$ cat src/rtl/integer_mul_add_pkg.sv
`default_nettype none
// ============================================================================
// Module      : integer_mul_add_pkg
// Description : Shared constants for the shift-add multiply-accumulate block.
// Revision    : 1.0 - initial release
// ============================================================================
package integer_mul_add_pkg;

   localparam int DEFAULT_WIDTH = 16;

endpackage
`default_nettype wire

$ cat src/rtl/integer_shift_add.sv
`default_nettype none
// ============================================================================
// Module      : integer_shift_add
// Description : Upper-half accumulator slice; conditionally adds mcand to hi
//               and shifts the sum right, handing its LSB down to the lo reg.
// Revision    : 1.0 - initial release
// ============================================================================
module integer_shift_add #(
   parameter int WIDTH = 16
) (
   input  logic             clk,
   input  logic             rst,
   input  logic             load,
   input  logic             step,
   input  logic [WIDTH-1:0] addend,
   input  logic [WIDTH-1:0] mcand,
   input  logic             lo_lsb,
   output logic [WIDTH-1:0] hi,
   output logic             shift_in
);

   logic [WIDTH-1:0] r_hi;
   logic [WIDTH-1:0] w_addend_sel;
   logic [WIDTH:0]   w_sum;

   assign w_addend_sel = lo_lsb ? mcand : '0;
   assign w_sum        = {1'b0, r_hi} + {1'b0, w_addend_sel};

   always_ff @(posedge clk or negedge rst) begin
      if (!rst) begin
         r_hi <= '0;
      end else if (load) begin
         r_hi <= addend;
      end else if (step) begin
         // Carry lands in the MSB; bit 0 of the sum moves into lo.
         r_hi <= w_sum[WIDTH:1];
      end
   end

   assign hi       = r_hi;
   assign shift_in = w_sum[0];

endmodule
`default_nettype wire

$ cat src/rtl/integer_mul_add.sv
`default_nettype none
// ============================================================================
// Module      : integer_mul_add
// Description : Sequential unsigned result = multiplicand*multiplier + addend,
//               WIDTH steps, level-sensitive start/rdy handshake.
// Revision    : 1.0 - initial release
// ============================================================================
import integer_mul_add_pkg::*;

module integer_mul_add #(
   parameter int WIDTH = DEFAULT_WIDTH
) (
   input  logic               clk,
   input  logic               rst,
   input  logic               start,
   input  logic [WIDTH-1:0]   multiplicand,
   input  logic [WIDTH-1:0]   multiplier,
   input  logic [WIDTH-1:0]   addend,
   output logic [2*WIDTH-1:0] result,
   output logic               rdy
);

   localparam int                  CNT_WIDTH   = $clog2(WIDTH);
   localparam logic [CNT_WIDTH-1:0] c_last_step = CNT_WIDTH'(WIDTH - 1);
   localparam logic [CNT_WIDTH-1:0] c_cnt_one   = CNT_WIDTH'(1);

   logic [WIDTH-1:0]     r_lo;
   logic [WIDTH-1:0]     r_mcand;
   logic [CNT_WIDTH-1:0] r_cnt;
   logic                 r_rdy;
   logic [WIDTH-1:0]     w_hi;
   logic                 w_shift_in;
   logic                 w_load;
   logic                 w_step;

   assign w_load = ~start;
   assign w_step = start & ~r_rdy;

   integer_shift_add #(
      .WIDTH (WIDTH)
   ) u_shift_add (
      .clk      (clk),
      .rst      (rst),
      .load     (w_load),
      .step     (w_step),
      .addend   (addend),
      .mcand    (r_mcand),
      .lo_lsb   (r_lo[0]),
      .hi       (w_hi),
      .shift_in (w_shift_in)
   );

   always_ff @(posedge clk or negedge rst) begin
      if (!rst) begin
         r_lo    <= '0;
         r_mcand <= '0;
         r_cnt   <= '0;
         r_rdy   <= 1'b0;
      end else if (w_load) begin
         r_lo    <= multiplier;
         r_mcand <= multiplicand;
         r_cnt   <= '0;
         r_rdy   <= 1'b0;
      end else if (w_step) begin
         r_lo  <= {w_shift_in, r_lo[WIDTH-1:1]};
         r_cnt <= r_cnt + c_cnt_one;
         // The last multiplier bit is consumed on this edge, so the product is final.
         if (r_cnt == c_last_step) begin
            r_rdy <= 1'b1;
         end
      end
   end

   assign result = {w_hi, r_lo};
   assign rdy    = r_rdy;

endmodule
`default_nettype wire

$ cat config.mk
export PLATFORM = sky130hd
export DESIGN_NAME = integer_mul_add
export DESIGN_NICKNAME = d
export VERILOG_FILES = /design/src/rtl/integer_mul_add_pkg.sv /design/src/rtl/integer_shift_add.sv /design/src/rtl/integer_mul_add.sv
export SDC_FILE = /design/constraint.sdc
export NUM_CORES = 1
export LEC_CHECK = 0
export CAP_MARGIN = 30
export CORE_ASPECT_RATIO = 2
export CORE_UTILIZATION = 49
export CTS_CLUSTER_SIZE = 20
export DETAILED_ROUTE_END_ITERATION = 6
export PLACE_DENSITY = 0.85
export SYNTH_ARGS = -nofsm -noshare
export SYNTH_HDL_FRONTEND = slang
export SYNTH_HIERARCHICAL = 1
export SYNTH_SLANG_ARGS = --single-unit
$ cat constraint.sdc
create_clock -name clk -period 2.6 [get_ports clk]
set_input_delay 0.52 -clock clk [delete_from_list [all_inputs] [get_ports clk]]
set_output_delay 0.52 -clock clk [all_outputs]
set_load 0.05 [all_outputs]
Yosys cells after proc, flatten, opt, wreduce, memory -nomap -nowiden
Cells that the tools add are included.

Register bits: 53.

Add/sub/neg operators: 2. Equality and inequality tests: 3. Mux-type cells: 10. Bitwise operators: 2. Reductions and logical operators: 1.

Operators by type and width (number): $mux 16 (5); $add 16x16->17 (1); $mux 4 (2); $add 4x1->4 const B (1); $eq 4x4->1 const B (1); $ne 2x1->1 const B (2); $mux 1 (3); $reduce_and 2->1 (1); $and 1x1->1 (1); $not 1->1 (1).

Depth between registers and ports, before layout
Depth in word-level cells: 4. Mapped depth: 9.

Cells and area by module
The synthesis kept the hierarchy.

By module, submodules not included: integer_shift_add (instances 1, cells each 197, area an instance 1627.8 µm², seq. area each 400.4 µm²); integer_mul_add (instances 1, cells each 123, area an instance 1575.3 µm², seq. area each 925.9 µm²).

Worst setup path after synthesis
OpenSTA, ideal clock, no wires.

Path type: flip-flop to flip-flop. From: register r_lo[0]. To: register u_shift_add.r_hi[15], in the netlist u_shift_add/hi[15]. Setup time: 124 ps. Arrival time: 2456 ps. Data required time: 2476 ps. Slack: 20 ps. Stages on the path, launching flop included: 9. Path buffers: 0. Period minus slack after synthesis: 2580 ps. Path through: dfrtp_1 > and2_1 > ha_1 > fa_1 > a21o_2 > a311o_1 > nand2_2 > a211oi_1 > a211o_1.

Longest elaborated chain between the ends: 4.

RTL lines: from (decl) (RTL line integer_mul_add.sv:27) `logic [WIDTH-1:0] r_lo;`; from (signal assigned) (RTL line integer_mul_add.sv:60) `r_lo <= multiplier;`; from (signal assigned) (RTL line integer_mul_add.sv:65) `r_lo <= {w_shift_in, r_lo[WIDTH-1:1]};`; $mux 16 (RTL line integer_shift_add.sv:26) `assign w_addend_sel = lo_lsb ? mcand : '0;`; $add 16x16->17 (RTL line integer_shift_add.sv:27) `assign w_sum = {1'b0, r_hi} + {1'b0, w_addend_sel};`; $mux 16 (RTL line integer_shift_add.sv:34) `end else if (step) begin`; $mux 16 (RTL line integer_shift_add.sv:32) `end else if (load) begin`; to (signal assigned) (RTL line integer_shift_add.sv:33) `r_hi <= addend;`; to (signal assigned) (RTL line integer_shift_add.sv:36) `r_hi <= w_sum[WIDTH:1];`; to (decl) (RTL line integer_shift_add.sv:22) `logic [WIDTH-1:0] r_hi;`.

Every way passes these cells. The select of a mux whose other input is x is not followed. A chain may end at the register's enable or synchronous reset.

Worst setup path after layout
Same ends and word-level chain as after synthesis.

==> impl_metrics.toml <==
[routing]
routed_via_density = 5.605
drtAntennaViolNets = 0
drtIter0Drc = 120
first_pass_iters = 4
totalWireLength_um = 8092
vias = 2735
drc = 0
drt-wirelength-per-cell_um = 16.58

[critical_path]
crit_chain = "and2_1, ha_1, fa_1, a21o_2, a311o_1, nand2_2, a211oi_1, a211o_1"
critPathTopFamily = "compound AO/OA/AOI/OAI gates"
startpoint_type = "flip-flop"
crit_path_max_fanout = 4
crit_buf_inv = 0
cpMaxStageDelayCell = "a311o_1"
cp-end-kind = "flip-flop"
cp_data_required_time_ns = 2.79
slowest_delay_ns = 0.43
worstPathArrival_ns = 2.61
setup.worst_path.class = "reg -> reg"

[synthesis]
syn_nets = 389
synth_edf_count = 0
yosys_warnings = 6
synth_area_um2 = 3203
synthArstFlopShare_pct = 100.0
ys_seq_area_share_pct = 41.41
netlist_instances = 320
syn_area_per_cell_um2 = 10.01
yosys_register_bits = 53
synth_ff_type = "dfrtp_1"
synth_cell_types = 49

[pwr]
ir_drop_mv = 0.5479
pwr_density_cell_nw_per_um2 = 685.8
leakagePower_nw = 1.777

[timing]
min_period_ns = 2.419
finalCritPeriodShare_pct = 93.05
fmax_mhz = 413.3
finClkSkew_ns = 0.006363
hold_violations = 0
timing.slew.headroom_pct = 44.44
grt_setup_unrepaired = "no"
tightest_slew_ns = 0.8303
setup_tns_ns = 0
worst_slack_ns = 0.1807
setup_violations = 0
finalMaxSlewViolations = 0

[global_routing]
use_met1_pct = 25.36
gr-usage-met3_pct = 4.651
grt_overflow_total = 0
grt_pass1_wl_um = 12880
top_usage_layer = "met2"
grt_pass1_vias = 2773
antenna_found_initial = 0
grt_max_degree = 54
met2_usage_pct = 48.79
grtUsageTotal_pct = 25.65

[clock_network]
cts_buffers = 5
cts_setup_buffers = 0
htree_num_levels = 2
cts_tree = "done"
cts_hold_buf = 0
cts-root-buf = "clkbuf_16"
clkLatencyLatePin_ns = 0.30
cts_sinks = 53
postCtsResizedCells = 0
clock_path_buffers = 2
clkTransAtPathRegs_ns = 0.07

[placed_design]
postPlaceCellArea_um2 = 4081
dp_slack_ns = 0.2011
routabilityCongestion = 0.9447
io_buffers = 83
place_inst = 480
dpl.hpwl_um = 6177

[outcome]
status = "finished clean"

[cells_and_area]
nets = 470
final_cells = 488
area_growth_pct = 32.15
utilization_pct = 67.08
final_area_um2 = 4233
layout_common_cells = "clkdlybuf4s50_1 (80), dfrtp_1 (53), nor2_1 (32)"
final_common_cell = "clkdlybuf4s50_1"
antenna_cells = 0
drive_above_1_share_pct = 10.20

[floorplanning]
start_util_pct = 50.76
dieArea_um2 = 6884
pin_count = 84
die_h_um = 116.3
core.rowCount = 41
coreArea_um2 = 6310
dieWidth_um = 59.17

[flow_run]
drv_cap = 0

[hold_path]
hp-class = "in -> async"
==> registers in the layout, indices dropped and copies added (netlist names) <==
| register | count |
|---|---|
| r_lo | 16 |
| r_cnt | 4 |
| r_mcand | 16 |
| rdy | 1 |
| u_shift_add/hi | 16 |
==> where the power goes <==
part / switching, W / internal [W]
clock network: 0.000323 / 0.000364
registers: 0.0000882 / 0.000924
logic: 0.000721 / 0.000482
==> metrics by stage <==
step	hold slack [ns]	power, W
6_report	0.3174	0.002903
5_1_grt	0.3928	0.003042
4_1_cts	0.3604	0.002921
3_5_place_dp	0.4737	0.002221
3_3_place_gp	0.4660	0.002205
2_1_floorplan	0.2244	0.001825
==> metal layers <==
layer	up-vias	part of all wire [%]
met1	1307	35
met5	-	0
met2	92	57
met4	0	3.4
met3	20	4.1
li1	1316	-
==> path summary, 6_finish.rpt <==
check / to / startpoint / depth (start not counted) / slack [ns]
min in group clk: r_mcand[7] / r_mcand[7] / 1 / 0.48
setup / recovery: u_shift_add/hi[15] / r_lo[0] / 8 / 0.18
hold / removal: r_mcand[11] / rst / 2 / 0.32
max in group asynchronous: r_mcand[1] / rst / 2 / 1.81
hold reg to reg: r_mcand[7] / r_mcand[7] / 1 / 0.48
setup reg to reg: u_shift_add/hi[15] / r_lo[0] / 8 / 0.18
==> synthesized netlist by cell type (3+ instances only) <==
cell type	n	area, µm²
dfrtp_1	53	1326
nor2_1	32	120.1
a21oi_1	31	155.2
mux2i_1	23	230.2
nand2_1	21	78.83
and2_1	17	106.4
ha_1	17	212.7
mux2_2	12	135.1
o21ai_0	9	45.04
o21ai_1	8	40.04
a22oi_1	7	52.55
mux2_1	6	67.56
xnor2_1	6	52.55
and3_1	5	31.28
buf_2	5	25.02
clkbuf_1	5	18.77
xor2_1	5	43.79
a21oi_2	4	35.03
nor3_1	4	20.02
o211ai_1	4	30.03
a211oi_1	3	22.52
a21o_1	3	22.52
a31oi_1	3	18.77
buf_4	3	22.52
buf_6	3	33.78
nand4_1	3	18.77
nand4b_1	3	26.28
==> layout make-up <==
cell class | count | area [µm²]
multi-input cells | 248 | 1765
clock buffers | 5 | 125.1
well taps | 86 | 107.6
flip-flops and latches | 53 | 1326
fillers | 522 | 2077
repair buffers | 90 | 870.8
inverters | 3 | 11.26
clock inverters | 3 | 26.28
==> logic make-up after synthesis <==
group                      share of synthesized area (%)
muxes                                              13.52
adders and majority gates                          7.266
DFF                                                41.41
AOI/OAI and AO/OA                                  17.23
xor gates and xnor gates                           3.008
buffers and inverters                              3.476
and+or+nand+nor                                    14.10
==> worst register-to-register path, cell delays in order, from the launching register on <==
cell      delay [ns]
dfrtp_1         0.39
and2_1          0.17
ha_1            0.22
fa_1            0.41
a21o_2          0.26
a311o_1         0.43
nand2_2         0.10
a211oi_1        0.07
a211o_1         0.26
No activity file was read; power rests on OpenSTA's default activity.
